$ cat config.mk
export PLATFORM = sky130hd
export DESIGN_NAME = en_reg_pipe
export DESIGN_NICKNAME = d
export VERILOG_FILES = /design/src/rtl/en_reg_pkg.sv /design/src/rtl/en_reg_stage.sv /design/src/rtl/en_reg_pipe.sv
export SDC_FILE = /design/constraint.sdc
export NUM_CORES = 1
export LEC_CHECK = 0
export CELL_PAD_IN_SITES_DETAIL_PLACEMENT = 0
export CELL_PAD_IN_SITES_GLOBAL_PLACEMENT = 1
export CORE_ASPECT_RATIO = 0.75
export CORE_MARGIN = 4
export CORE_UTILIZATION = 45
export CTS_CLUSTER_DIAMETER = 50
export DETAILED_ROUTE_END_ITERATION = 12
export GPL_ROUTABILITY_DRIVEN = 0
export PLACE_DENSITY_LB_ADDON = 0.1
export SLEW_MARGIN = 5
export SYNTH_ARGS = -nofsm -noshare
export SYNTH_HDL_FRONTEND = slang
export SYNTH_HIERARCHICAL = 1
export SYNTH_SLANG_ARGS = --single-unit
$ cat constraint.sdc
create_clock -name clk -period 1.75 [get_ports clk]
set_clock_uncertainty 0.05 [all_clocks]
set_input_delay 0.35 -clock clk [delete_from_list [all_inputs] [get_ports clk]]
set_output_delay 0.35 -clock clk [all_outputs]
set_load 0.01 [all_outputs]
$ cat src/rtl/en_reg_pkg.sv
// Shared constants and types for the elastic enable-register pipeline.
package en_reg_pkg;

  localparam int unsigned DEF_WIDTH = 16;
  localparam int unsigned DEF_DEPTH = 4;

  // One pipeline stage at the default data width.
  typedef struct packed {
    logic                 vld;
    logic [DEF_WIDTH-1:0] data;
  } stage_t;

  // Width needed to count 0..depth valid stages.
  function automatic int unsigned occ_w(input int unsigned depth);
    return $clog2(depth + 1);
  endfunction

endpackage

$ cat src/rtl/en_reg_stage.sv
// One elastic stage: valid flop plus WIDTH-bit enable register.
// Flush clears only the valid bit; data captures on load of a valid word.
module en_reg_stage #(
  parameter int unsigned WIDTH = 16
) (
  input  logic             clk,
  input  logic             CLRN,
  input  logic             flush,
  input  logic             load,
  input  logic             vld_i,
  input  logic [WIDTH-1:0] data_i,
  output logic             vld_o,
  output logic [WIDTH-1:0] data_o
);

  logic             vld_d, vld_q;
  logic [WIDTH-1:0] data_d, data_q;

  // Bubbles leave data untouched so an empty output still shows the last word.
  always_comb begin
    vld_d  = vld_q;
    data_d = data_q;
    if (flush) begin
      vld_d = 1'b0;
    end else if (load) begin
      vld_d = vld_i;
      if (vld_i) begin
        data_d = data_i;
      end
    end
  end

  always_ff @(posedge clk or negedge CLRN) begin
    if (!CLRN) begin
      vld_q  <= 1'b0;
      data_q <= '0;
    end else begin
      vld_q  <= vld_d;
      data_q <= data_d;
    end
  end

  assign vld_o  = vld_q;
  assign data_o = data_q;

endmodule

$ cat src/rtl/en_reg_pipe.sv
// DEPTH-stage valid/ready register pipeline with a combinational ready chain.
// Optional occupancy counter on OCC when EN_REG_PIPE_OCC_EN is defined.
module en_reg_pipe
  import en_reg_pkg::*;
#(
  parameter int unsigned WIDTH = DEF_WIDTH,
  parameter int unsigned DEPTH = DEF_DEPTH
) (
  input  logic             clk,
  input  logic             CLRN,
  input  logic             in_vld,
  output logic             in_rdy,
  input  logic [WIDTH-1:0] D,
  input  logic             FLUSH,
  output logic             out_vld,
  input  logic             out_rdy,
  output logic [WIDTH-1:0] Q
`ifdef EN_REG_PIPE_OCC_EN
  ,
  output logic [occ_w(DEPTH)-1:0] OCC
`endif
);

  logic [DEPTH-1:0]            vld_s;
  logic [DEPTH-1:0]            rdy_c;
  logic [DEPTH-1:0][WIDTH-1:0] data_s;

  // A stage can load when it is empty or its downstream neighbour moves.
  always_comb begin : ready_chain
    logic r;
    rdy_c = '0;
    r = ~vld_s[DEPTH-1] | out_rdy;
    rdy_c[DEPTH-1] = r;
    for (int i = int'(DEPTH) - 2; i >= 0; i--) begin
      r = ~vld_s[i] | r;
      rdy_c[i] = r;
    end
  end

  for (genvar i = 0; i < DEPTH; i++) begin : g_stage
    logic             up_vld;
    logic [WIDTH-1:0] up_data;

    if (i == 0) begin : g_head
      assign up_vld  = in_vld & ~FLUSH;
      assign up_data = D;
    end else begin : g_body
      assign up_vld  = vld_s[i-1];
      assign up_data = data_s[i-1];
    end

    en_reg_stage #(
      .WIDTH (WIDTH)
    ) u_stage (
      .clk    (clk),
      .CLRN   (CLRN),
      .flush  (FLUSH),
      .load   (rdy_c[i]),
      .vld_i  (up_vld),
      .data_i (up_data),
      .vld_o  (vld_s[i]),
      .data_o (data_s[i])
    );
  end

  assign in_rdy  = rdy_c[0] & ~FLUSH;
  assign out_vld = vld_s[DEPTH-1];
  assign Q       = data_s[DEPTH-1];

`ifdef EN_REG_PIPE_OCC_EN
  localparam int unsigned OCC_W = occ_w(DEPTH);

  logic             in_xfer, out_xfer;
  logic [OCC_W-1:0] occ_d, occ_q;

  assign in_xfer  = in_vld & in_rdy;
  assign out_xfer = out_vld & out_rdy;

  // Flush empties every stage, so any transfer in that cycle is moot.
  always_comb begin
    occ_d = occ_q;
    if (FLUSH) begin
      occ_d = '0;
    end else if (in_xfer && !out_xfer) begin
      occ_d = occ_q + OCC_W'(1);
    end else if (out_xfer && !in_xfer) begin
      occ_d = occ_q - OCC_W'(1);
    end
  end

  always_ff @(posedge clk or negedge CLRN) begin
    if (!CLRN) begin
      occ_q <= '0;
    end else begin
      occ_q <= occ_d;
    end
  end

  assign OCC = occ_q;
`endif

endmodule

# Yosys cells after proc, flatten, opt, wreduce, memory -nomap -nowiden
# Cells that the tools add are included.
# totals
reg_bits	68
latch_bits	0
ram_bits	0
romBits	0
inputBits	21
out_inout_bits	18
wordCells	35
memories	0
# classes
addsub	0
multipliers	0
n_div	0
magnitude_cmp	0
eq_ne	0
shift	0
mux	8
n_bitwise	11
reduce_logical	8
# op_table
op	count
AND reduction 3 bit	4
two-way mux 1 bit	8
nonzero test 2 bit	4
NOT 1 bit	5
OR 1 bit	4
bitwise AND 1 bit	2

# Logic depth before layout (Yosys ltp)
# logic_depth
word_depth	7
mapped_depth	5
depth_no_buf	4

# Hierarchy
# The synthesis kept the hierarchy.
# modules_own_cells
mod	instances	cells_each	area_each_um2	seq_area_each_um2
en_reg_stage	4	37	688.2	425.4
en_reg_pipe	1	7	55.1	0.0

# Least setup slack after synthesis
# Ideal clock, no wire load.
# synth_timing
path_kind	register to register
startpoint	register g_stage[3].u_stage.vld_q
endpoint	register g_stage[0].u_stage.data_q[0]
setup_ps	125
t_arrival_ps	1420
required_time_ps	1575
slack_ps	155
path_stages_with_launch	6
n_path_buf	1
period_less_slack_ps	1595
cell_sequence	dfrtp_1 > nor2b_4 > nand4_1 > nand3b_4 > buf_6 > mux2_4
# synth_via
elab_chain_cells	6
# synth_lines
item	line	rtl
from (decl)	en_reg_stage.sv:16	logic vld_d, vld_q;
from (signal assigned)	en_reg_stage.sv:38	vld_q <= vld_d;
NOT 1 bit	en_reg_pipe.sv:32	r = ~vld_s[DEPTH-1] | out_rdy;
OR 1 bit	en_reg_pipe.sv:32	
OR 1 bit (3 in series)	en_reg_pipe.sv:35	r = ~vld_s[i] | r;
via rdy_c[0]	en_reg_pipe.sv:25	logic [DEPTH-1:0] rdy_c;
AND reduction 3 bit (no source line)	-	
to (signal assigned)	en_reg_stage.sv:39	data_q <= data_d;
to (decl)	en_reg_stage.sv:17	logic [WIDTH-1:0] data_d, data_q;
# The timed path passes the listed nets, and every way through them passes these cells.
# A chain may end at the register's enable or synchronous reset.

# Worst setup path after layout
# layout_timing
startpoint	input port out_rdy
endpoint	register g_stage[1].u_stage.data_q[15]
# layout_via
elab_chain_cells	4
# layout_lines
item	line	rtl
from (decl)	en_reg_pipe.sv:16	input logic out_rdy,
OR 1 bit	en_reg_pipe.sv:32	
OR 1 bit (2 in series)	en_reg_pipe.sv:35	
via rdy_c[1]	en_reg_pipe.sv:25	
AND reduction 3 bit (no source line)	-	
to (signal assigned)	en_reg_stage.sv:39	
to (decl)	en_reg_stage.sv:17	
# The timed path passes the listed nets, and every way through them passes these cells.

==> summary.txt <==
STA
  – Hold_ws: 0.413 ns
  – Pins Over Slew Limit: 0
  – Hold Fails Final Rpt: 0
  – Endpoints failing setup: 0
  – Max frequency: 0.578 GHz
  – Minimum clock period: 1.73 ns
  – Worst Tran Pin Value: 0.374 ns
  – Unrepaired setup endpoints after global routing: yes
  – Worst slew margin: 0.751
  – Final Cycle Share: 0.988

Layout
  – Cell area after layout: 3530 um2
  – Share of cells above drive strength 1: 0.451
  – Synthesis-to-finish area growth: 25.7%
  – Nets: 229
  – Number of fill cells in the layout: 435
  – # diodes: 0

Placed design
  – Port Buffers: 38
  – Cell Area, Placed: 3280 um2
  – DPL Wire Length: 3300 um

Synth
  – Sequential-to-total area share from yosys stat: 0.606
  – Async SR Flop Fraction: 1.00
  – Synth cell count leaders: dfrtp_1, mux2_4, mux2_2
  – Top-area cell type share of the netlist area: 0.606
  – Most frequent cell after synthesis: dfrtp_1
  – Unique cell type count in the Yosys netlist: 14
  – YS warnings: 6
  – Post-Syn Area: 2810 um2
  – EDFF count, synth: 0
  – Syn_nets: 176
  – Most used DFF post-synth: dfrtp_1
  – Synth Register Bits: 68
  – Avg Cell Area, Syn: 18.1 um2
  – Synth area leaders: dfrtp_1, mux2_4, mux2_2, nand3b_4, buf_6
  – Gate Count Post-Synth: 155
  – Post-synth top area cell: dfrtp_1

Worst setup path
  – CP Launch Point: out_rdy
  – Worst setup EP type: flip-flop
  – Crit-path max FO: 16
  – Critical path type: primary input to flip-flop
  – Worst EP arrival: 1.89 ns
  – Critical path required time: 1.92 ns
  – Crit start category: primary input
  – Worst reg2reg startpoint: g_stage[3].u_stage/vld_o

Floorplanning
  – Initial Util: 0.475
  – Rows: 24
  – I/O Pins: 39
  – Die Span Y: 76.4 um
  – Die Area: 7580 um2
  – Die W: 99.2 um
  – Placeable Area: 5920 um2

Route
  – Via density: 4.68
  – Drt initial violations: 35
  – Met3 routed WL: 304 um
  – First-pass DRT Iterations: 2
  – Top routing layer used: met4
  – Drt drc: 0
  – Metal2 WL: 1770 um
  – WL/cell: 15.1 um
  – Metal-1 WL: 2290 um
  – Total wire length: 4410 um
  – Final ANT Viol Nets: 0
  – Via Count: 1,362

CTS
  – CTS root buf: clkbuf_8
  – Num CTS Buffers: 9
  – CTS max path bufs: 2
  – CTS tree: yes
  – Clk pin slew, worst setup/hold paths: 0.07 ns
  – Clock Latency Late Sink: 0.33 ns
  – Clk sinks: 68
  – H-Tree Depth: 3

Outcome
  – Status: finished, final reports clean

Global route
  – Number of global-route vias before repair: 1,413
  – GRT Total Usage: 0.132
  – Initial antenna violation count: 0
  – First-pass GRT wire length: 7580 um
  – Largest net degree at the start of global routing: 53
  – Gr ovfl total: 0

Power and ir drop
  – Worst VDD drop: 637 uV
  – Power density over the cells: 1190 nW/um2
  – Pleak: 1.73 nW

Worst hold path
  – Hold Crit Class: primary input to asynchronous set/reset pin

Flow run
  – Max_cap viols: 0
## critical path, cell delays in order
cell	delay [ns]
clkdlybuf4s50_1	0.45
nor2b_4	0.19
buf_4	0.13
nand3_2	0.11
nand3b_4	0.28
mux2_2	0.38
## cells in the final DEF (no fill, tap or decap), types with 2 or more instances in the layout
cell type and n:
buf_2 2, buf_4 5, clkbuf_8 11, clkdlybuf4s50_1 36, clkinv_2 2, dfrtp_1 68
mux2_2 24, mux2_4 40, mux2i_1 4, nand3b_4 5, nor2_1 4
## power by group
| group | switching, W | leakage, nW | internal, W |
|---|---|---|---|
| registers | 0.000249 | 0.864 | 0.00195 |
| logic | 0.000189 | 0.767 | 0.000558 |
| clock network | 0.000529 | 0.102 | 0.000731 |
## layout make-up
| type | instances | area (um2) | share of cell area |
|---|---|---|---|
| inverters | 1 | 3.75 | 0.00106 |
| clock buffers | 12 | 155 | 0.0440 |
| multi-input cells | 83 | 1080 | 0.307 |
| repair buffers | 45 | 438 | 0.124 |
| flip-flops and latches | 68 | 1700 | 0.482 |
| clock inverters | 4 | 47.5 | 0.0135 |
| well taps | 78 | 97.6 | 0.0277 |
## repair_timing
action,in CTS,in global routing
hold buffers,1,0
pin swaps,1,1
cloned,0,1
gates resized for setup,5,2
hold endpoints to repair,16,0
endpoints found under the setup margin,1,11
setup buffers,1,1
## final timing paths
path | to | cells past startpoint | slack (ns)
max | g_stage[1].u_stage/data_o[15] | 6 | 0.02
min | g_stage[3].u_stage/data_o[6] | 2 | 0.41
max reg2reg | g_stage[1].u_stage/data_o[15] | 5 | 0.09
min reg2reg | g_stage[0].u_stage/data_o[12] | 1 | 0.45
max in group asynchronous | g_stage[0].u_stage/data_o[3] | 3 | 0.65
min in group clk | g_stage[0].u_stage/data_o[12] | 1 | 0.45
## flip-flops by register name (all words and copies together) (netlist names)
name                    cells
g_stage.u_stage/data_o     64
g_stage.u_stage/vld_o       4
## stage by stage
step / total power, W / setup WS (ns) / util / std cells / TNS, ns
after floorplan: 0.00265 / 0.155 / - / 155 / 0
after CTS: 0.00427 / 0.0129 / 0.591 / 289 / 0
after global routing: 0.00445 / -0.00787 / 0.596 / 291 / -0.0220
after detailed placement: 0.00299 / -0.354 / 0.554 / 271 / -14.92
after global placement: 0.00293 / -0.295 / 0.554 / 271 / -10.79
final: 0.00421 / 0.0212 / 0.596 / 291 / 0
## routing by layer
metal	GRT usage	vias up
li1	-	672
met1	0.184	644
met2	0.172	42
met3	0.0750	4
met4	0.0409	0
met5	0	-
## kinds of logic after synthesis
kind of cell / synth area share
AOI/OAI and AO/OA: 0.00579
buffers and inverters: 0.0174
muxes: 0.324
DFF: 0.606
and+or+nand+nor: 0.0463
Power figures use the tool's default switching activity.
==> RTL change 1 (config.mk and constraints unchanged) <==
Take the reset off `data_q` and load it in a clocked block of its own.
--- a/src/rtl/en_reg_stage.sv
+++ b/src/rtl/en_reg_stage.sv
@@ -35,7 +35,9 @@
       vld_q  <= 1'b0;
-      data_q <= '0;
     end else begin
       vld_q  <= vld_d;
-      data_q <= data_d;
     end
+  end
+
+  always_ff @(posedge clk) begin
+    data_q <= data_d;
   end
Behaviour: not the same (a bounded check fails within 10 cycles, from zero or initial values; the reset may be asserted at any time).
==> RTL change 1 against the unedited design <==
- register-to-register slack improved by 0.13 ns
- first-iteration DRC count rose by 86%
- setup slack improved by 0.087 ns
- synthesized cell count fell by 44%
- area after synthesis fell by 23%
- sequential cell count did not move
- wire length fell by 39%
- final area fell by 16%
- count of clock-buffer cells in the layout fell by 3
- critical path type is now reg -> out
- critical endpoint is now out_vld
- largest cell class unchanged
Power is not compared: it rests on default switching activity, and its combinational part moved more than twofold at a synthesized area within 25%.
==> RTL change 1: results (changes against the unedited design) <==
Run status
  • Status: finished clean (unchanged)

Detailed routing
  • DR WL/cell: 12.80 um (was 15.14 um)
  • Initial DRC count: 65 (was 35)
  • Post-Route WL: 2676 um (was 4406 um)
  • DR WL met2: 1431 um (was 1766 um)

Global routing
  • Number of global-route vias before repair: 906 (was 1413)
  • Grt met2 use: 17.44% (was 17.16%)
  • All-layer global routing usage: 10.42% (was 13.18%)

Logic synthesis
  • Ys async rst share: 5.882% (was 100.0%)
  • Synth area leaders: edfxtp_1 (88%), dfrtp_1 (4.6%), and3b_2 (1.8%) (was dfrtp_1 (61%), mux2_4 (21%), mux2_2 (9.6%))
  • Synth cell types: 12 (was 14)
  • Syn_nets: 108 (was 176)
  • Cells after Synth: 87 (was 155)

Place
  • Placed insts: 193 (was 271)
  • Pre-CTS setup slack: -0.3020 ns (was -0.3540 ns)

Timing
  • Slew headroom: 85.79% (was 75.06%)
  • Final hold slack: 0.1794 ns (was 0.4129 ns)

Cells and area
  • Filler Cell Count: 328 (was 435)
  • ClkCell Share: 6.411% (was 5.745%)
  • Seq cells: 68 (unchanged)
  • Nets@finish: 168 (was 229)
  • Fraction of area in multi-input gates: 4.935% (was 30.74%)
  • Core Util, Final: 64.89% (was 59.64%)
  • Multi-input logic area: 146.4 um^2 (was 0.001085 mm^2)
  • Sequential portion of the cell area: 68.16% (was 48.23%)

Clock network
  • Postcts setup bufs: 0 (was 1)
  • CTS-repair resized insts: 3 (was 5)

Setup path
  • Worst EP arrival: 1.24 ns (was 1.89 ns)
  • Max incr delay on CP: 0.55 ns (was 0.45 ns)
  • Worst Setup Start Kind: register (was input pin)
  • Worst flop-to-flop path endpoint: g_stage[0].u_stage/data_o[0] (was g_stage[1].u_stage/data_o[15])
  • Worst-path fanout max: 3 (was 16)

Power and ir drop
  • Power, Total: 3.082 mW
[RTL change 1: cell types whose count changed in the layout (fill, tap and decap cells not counted), sizes merged, moves of 2 or more]
cell,unedited run,this run
and3b,0,4
buf,8,12
clkbuf,12,9
clkinv,2,4
dfrtp,68,4
edfxtp,0,64
mux2,64,0
nand3b,5,0
[RTL change 1: cells by family after synthesis]
| family | Yosys count | synth area share (%) |
|---|---|---|
| muxes | 4 | 1.843 |
| and+or+nand+nor | 13 | 4.147 |
| DFF | 68 | 93.09 |
| buffers and inverters | 1 | 0.1726 |
| AOI/OAI and AO/OA | 1 | 0.7491 |
[RTL change 1: worst max path at each step]
| stage | slack (ns) | cells after the start | to |
|---|---|---|---|
| 6_report | 0.11 | 1 | out_vld |
| 5_1_grt | 0.04 | 1 | out_vld |
| 4_1_cts | 0.005 | 4 | in_rdy |
| 3_5_place_dp | -0.30 | 4 | in_rdy |
| 3_3_place_gp | -0.30 | 4 | in_rdy |
| 2_1_floorplan | 0.34 | 3 | g_stage[0].u_stage/data_o[0] |
==> RTL change 2 (config.mk and constraints unchanged) <==
Made on the original files. `DEF_WIDTH`: 16 -> 12.
--- a/src/rtl/en_reg_pkg.sv
+++ b/src/rtl/en_reg_pkg.sv
@@ -3,3 +3,3 @@
 
-  localparam int unsigned DEF_WIDTH = 16;
+  localparam int unsigned DEF_WIDTH = 12;
   localparam int unsigned DEF_DEPTH = 4;
Interface: changed (resized D and Q); port bits go from 39 to 31. The function was not compared with the original's and may differ.
==> RTL change 2 against the unedited design <==
- the run now ends with hold timing left
- wire length decreased by 28%
- first-iteration DRC count decreased by 14%
- sequential power decreased by 24%
- final cell count decreased by 23%
- power decreased by 30%
- core utilization decreased by 0.85 points
- sequential cell count decreased by 16
- clock power decreased by 47%
- final area decreased by 23%
- area after synthesis decreased by 21%
- setup slack improved by 0.028 ns
- critical path type unchanged
- die area decreased by 19%
- sequential share of layout area decreased by 0.37 points
==> RTL change 2: results (changes against the unedited design) <==
Setup path
  • Worst-path fanout max: 12 (was 16)
  • Worst EP arrival: 1.83 ns (was 1.89 ns)
  • Worst flop-to-flop path endpoint: g_stage[0].u_stage/data_o[6] (was g_stage[1].u_stage/data_o[15])
  • Reg2reg setup slack: 0.13 ns (was 0.09 ns)
  • Worst Reg-to-Reg Cells: 4 (was 5)
  • Critical Path End Type: register (unchanged)

Detailed routing
  • Met1 wire length: 1618 um (was 2292 um)
  • Via Count: 1071 (was 1362)
  • Post-Route WL: 3193 um (was 4406 um)
  • Initial DRC count: 30 (was 35)
  • Wire length on met3: 206 um (was 304 um)
  • Pre-Repair DR Iteration Count: 4 (was 2)

Clock network
  • Clock latency on the worst-skew pair: 0.29 ns (was 0.33 ns)
  • CTS Buf Count: 5 (was 9)
  • Htree depth: 2 (was 3)

Timing
  • Worst Max-Slew Pin Slew: 0.5624 ns (was 0.3741 ns)
  • Final hold vios: 11 (was 0)
  • Final hold slack: -0.003852 ns (was 0.4129 ns)

Logic synthesis
  • Register area share after synthesis: 58.43% (was 60.61%)
  • Post-synth top cells: dfrtp_1 (52), mux2_4 (40), mux2_2 (8) (was dfrtp_1 (68), mux2_4 (40), mux2_2 (24))
  • Syn_nets: 140 (was 176)
  • Synth area leaders: dfrtp_1 (58%), mux2_4 (27%), mux2_2 (4.0%) (was dfrtp_1 (61%), mux2_4 (21%), mux2_2 (9.6%))

Cells and area
  • Nets@finish: 182 (was 229)
  • Max reg flops: 48 (was 64)

Global routing
  • All-layer global routing usage: 11.65% (was 13.18%)
  • First-pass GRT wire length: 5326 um (was 7576 um)
  • Largest net degree at the start of global routing: 27 (was 53)

Run status
  • Status: complete, but fails checks (was finished clean)
  • Failing checks: hold timing

Power and ir drop
  • VDD IR-drop max: 0.5315 mV (was 0.6366 mV)
  • Leak: 1.364 nW (was 1.733 nW)

Place
  • Dpl cell area: 0.002601 mm^2 (was 0.003278 mm^2)
  • Port Buffer Count: 30 (was 38)
  • HPWL after DPL: 2524 um (was 3302 um)
RTL change 2: cell count changes in the layout (fill, tap and decap cells not counted), moves of 2 or more:
cell             before  now
buf_4                 5    8
clkbuf_8             11    6
clkdlybuf4s50_1      36   28
clkinv_2              2    0
dfrtp_1              68   52
mux2_2               24    8
RTL change 2: stage by stage:
stage | setup slack [ns] | cells | TNS, ns | util, %
after global routing | 0.01444 | 223 | 0 | 58.79
after floorplan | 0.1969 | 123 | 0 | -
after detailed placement | -0.3198 | 213 | -7.885 | 56.25
after global placement | -0.2953 | 213 | -6.261 | 56.25
after CTS | 0.007349 | 222 | 0 | 58.39
final | 0.04971 | 223 | 0 | 58.79
RTL change 2: logic make-up after synthesis:
| kind of cell | share of synthesized area [%] |
|---|---|
| mux | 32.81 |
| flops | 58.43 |
| simple gates | 5.842 |
| buf+inv | 2.191 |
| compound gates | 0.7305 |
RTL change 2: layer usage:
| metal | track usage [%] | vias to the layer above |
|---|---|---|
| met1 | 17.12 | 513 |
| met5 | 0 | - |
| met4 | 2.230 | 0 |
| met2 | 16.64 | 29 |
| met3 | 4.157 | 2 |
| li1 | - | 527 |
RTL change 2: how the worst min path moves through the flow:
stage                     slack (ns)  cells past startpoint                            to  startpoint
after floorplan                0.004                      0  g_stage[0].u_stage/data_o[0]        CLRN
after global placement          0.32                      1  g_stage[0].u_stage/data_o[7]        CLRN
after detailed placement        0.33                      1  g_stage[0].u_stage/data_o[7]        CLRN
after CTS                      0.008                      1      g_stage[2].u_stage/vld_o        CLRN
after global routing            0.03                      1      g_stage[2].u_stage/vld_o        CLRN
final                         -0.004                      1  g_stage[0].u_stage/data_o[7]        CLRN
RTL change 2: where the power goes:
group          internal [mW]  total (mW)  switching, mW
clock network          0.323       0.667          0.344
registers               1.49        1.67          0.184
logic                  0.459       0.600          0.141
total                   2.27        2.94          0.669
RTL change 2: cell type report:
| cell class | count | area (um^2) |
|---|---|---|
| Clock buffer | 8 | 90.09 |
| Sequential cell | 52 | 1301 |
| Inverter | 1 | 3.754 |
| Fill cell | 340 | 1906 |
| Timing Repair Buffer | 38 | 350.3 |
| Tap cell | 57 | 71.32 |
| Multi-Input combinational cell | 67 | 902.1 |
RTL change 2: repair_timing:
item | 4_1_cts | 5_1_grt
setup endpoints to repair | 1 | 13
buffers inserted | 1 | 0
hold buffers | 0 | 0
resized for setup | 3 | 3
pin swaps | 0 | 1
cloned | 0 | 1
RTL change 2: critical path, cell delays in order:
cell and delay (ns):
clkdlybuf4s50_1 0.44, nor2b_4 0.16, nand4_1 0.22, nand3b_4 0.29, mux2_2 0.36
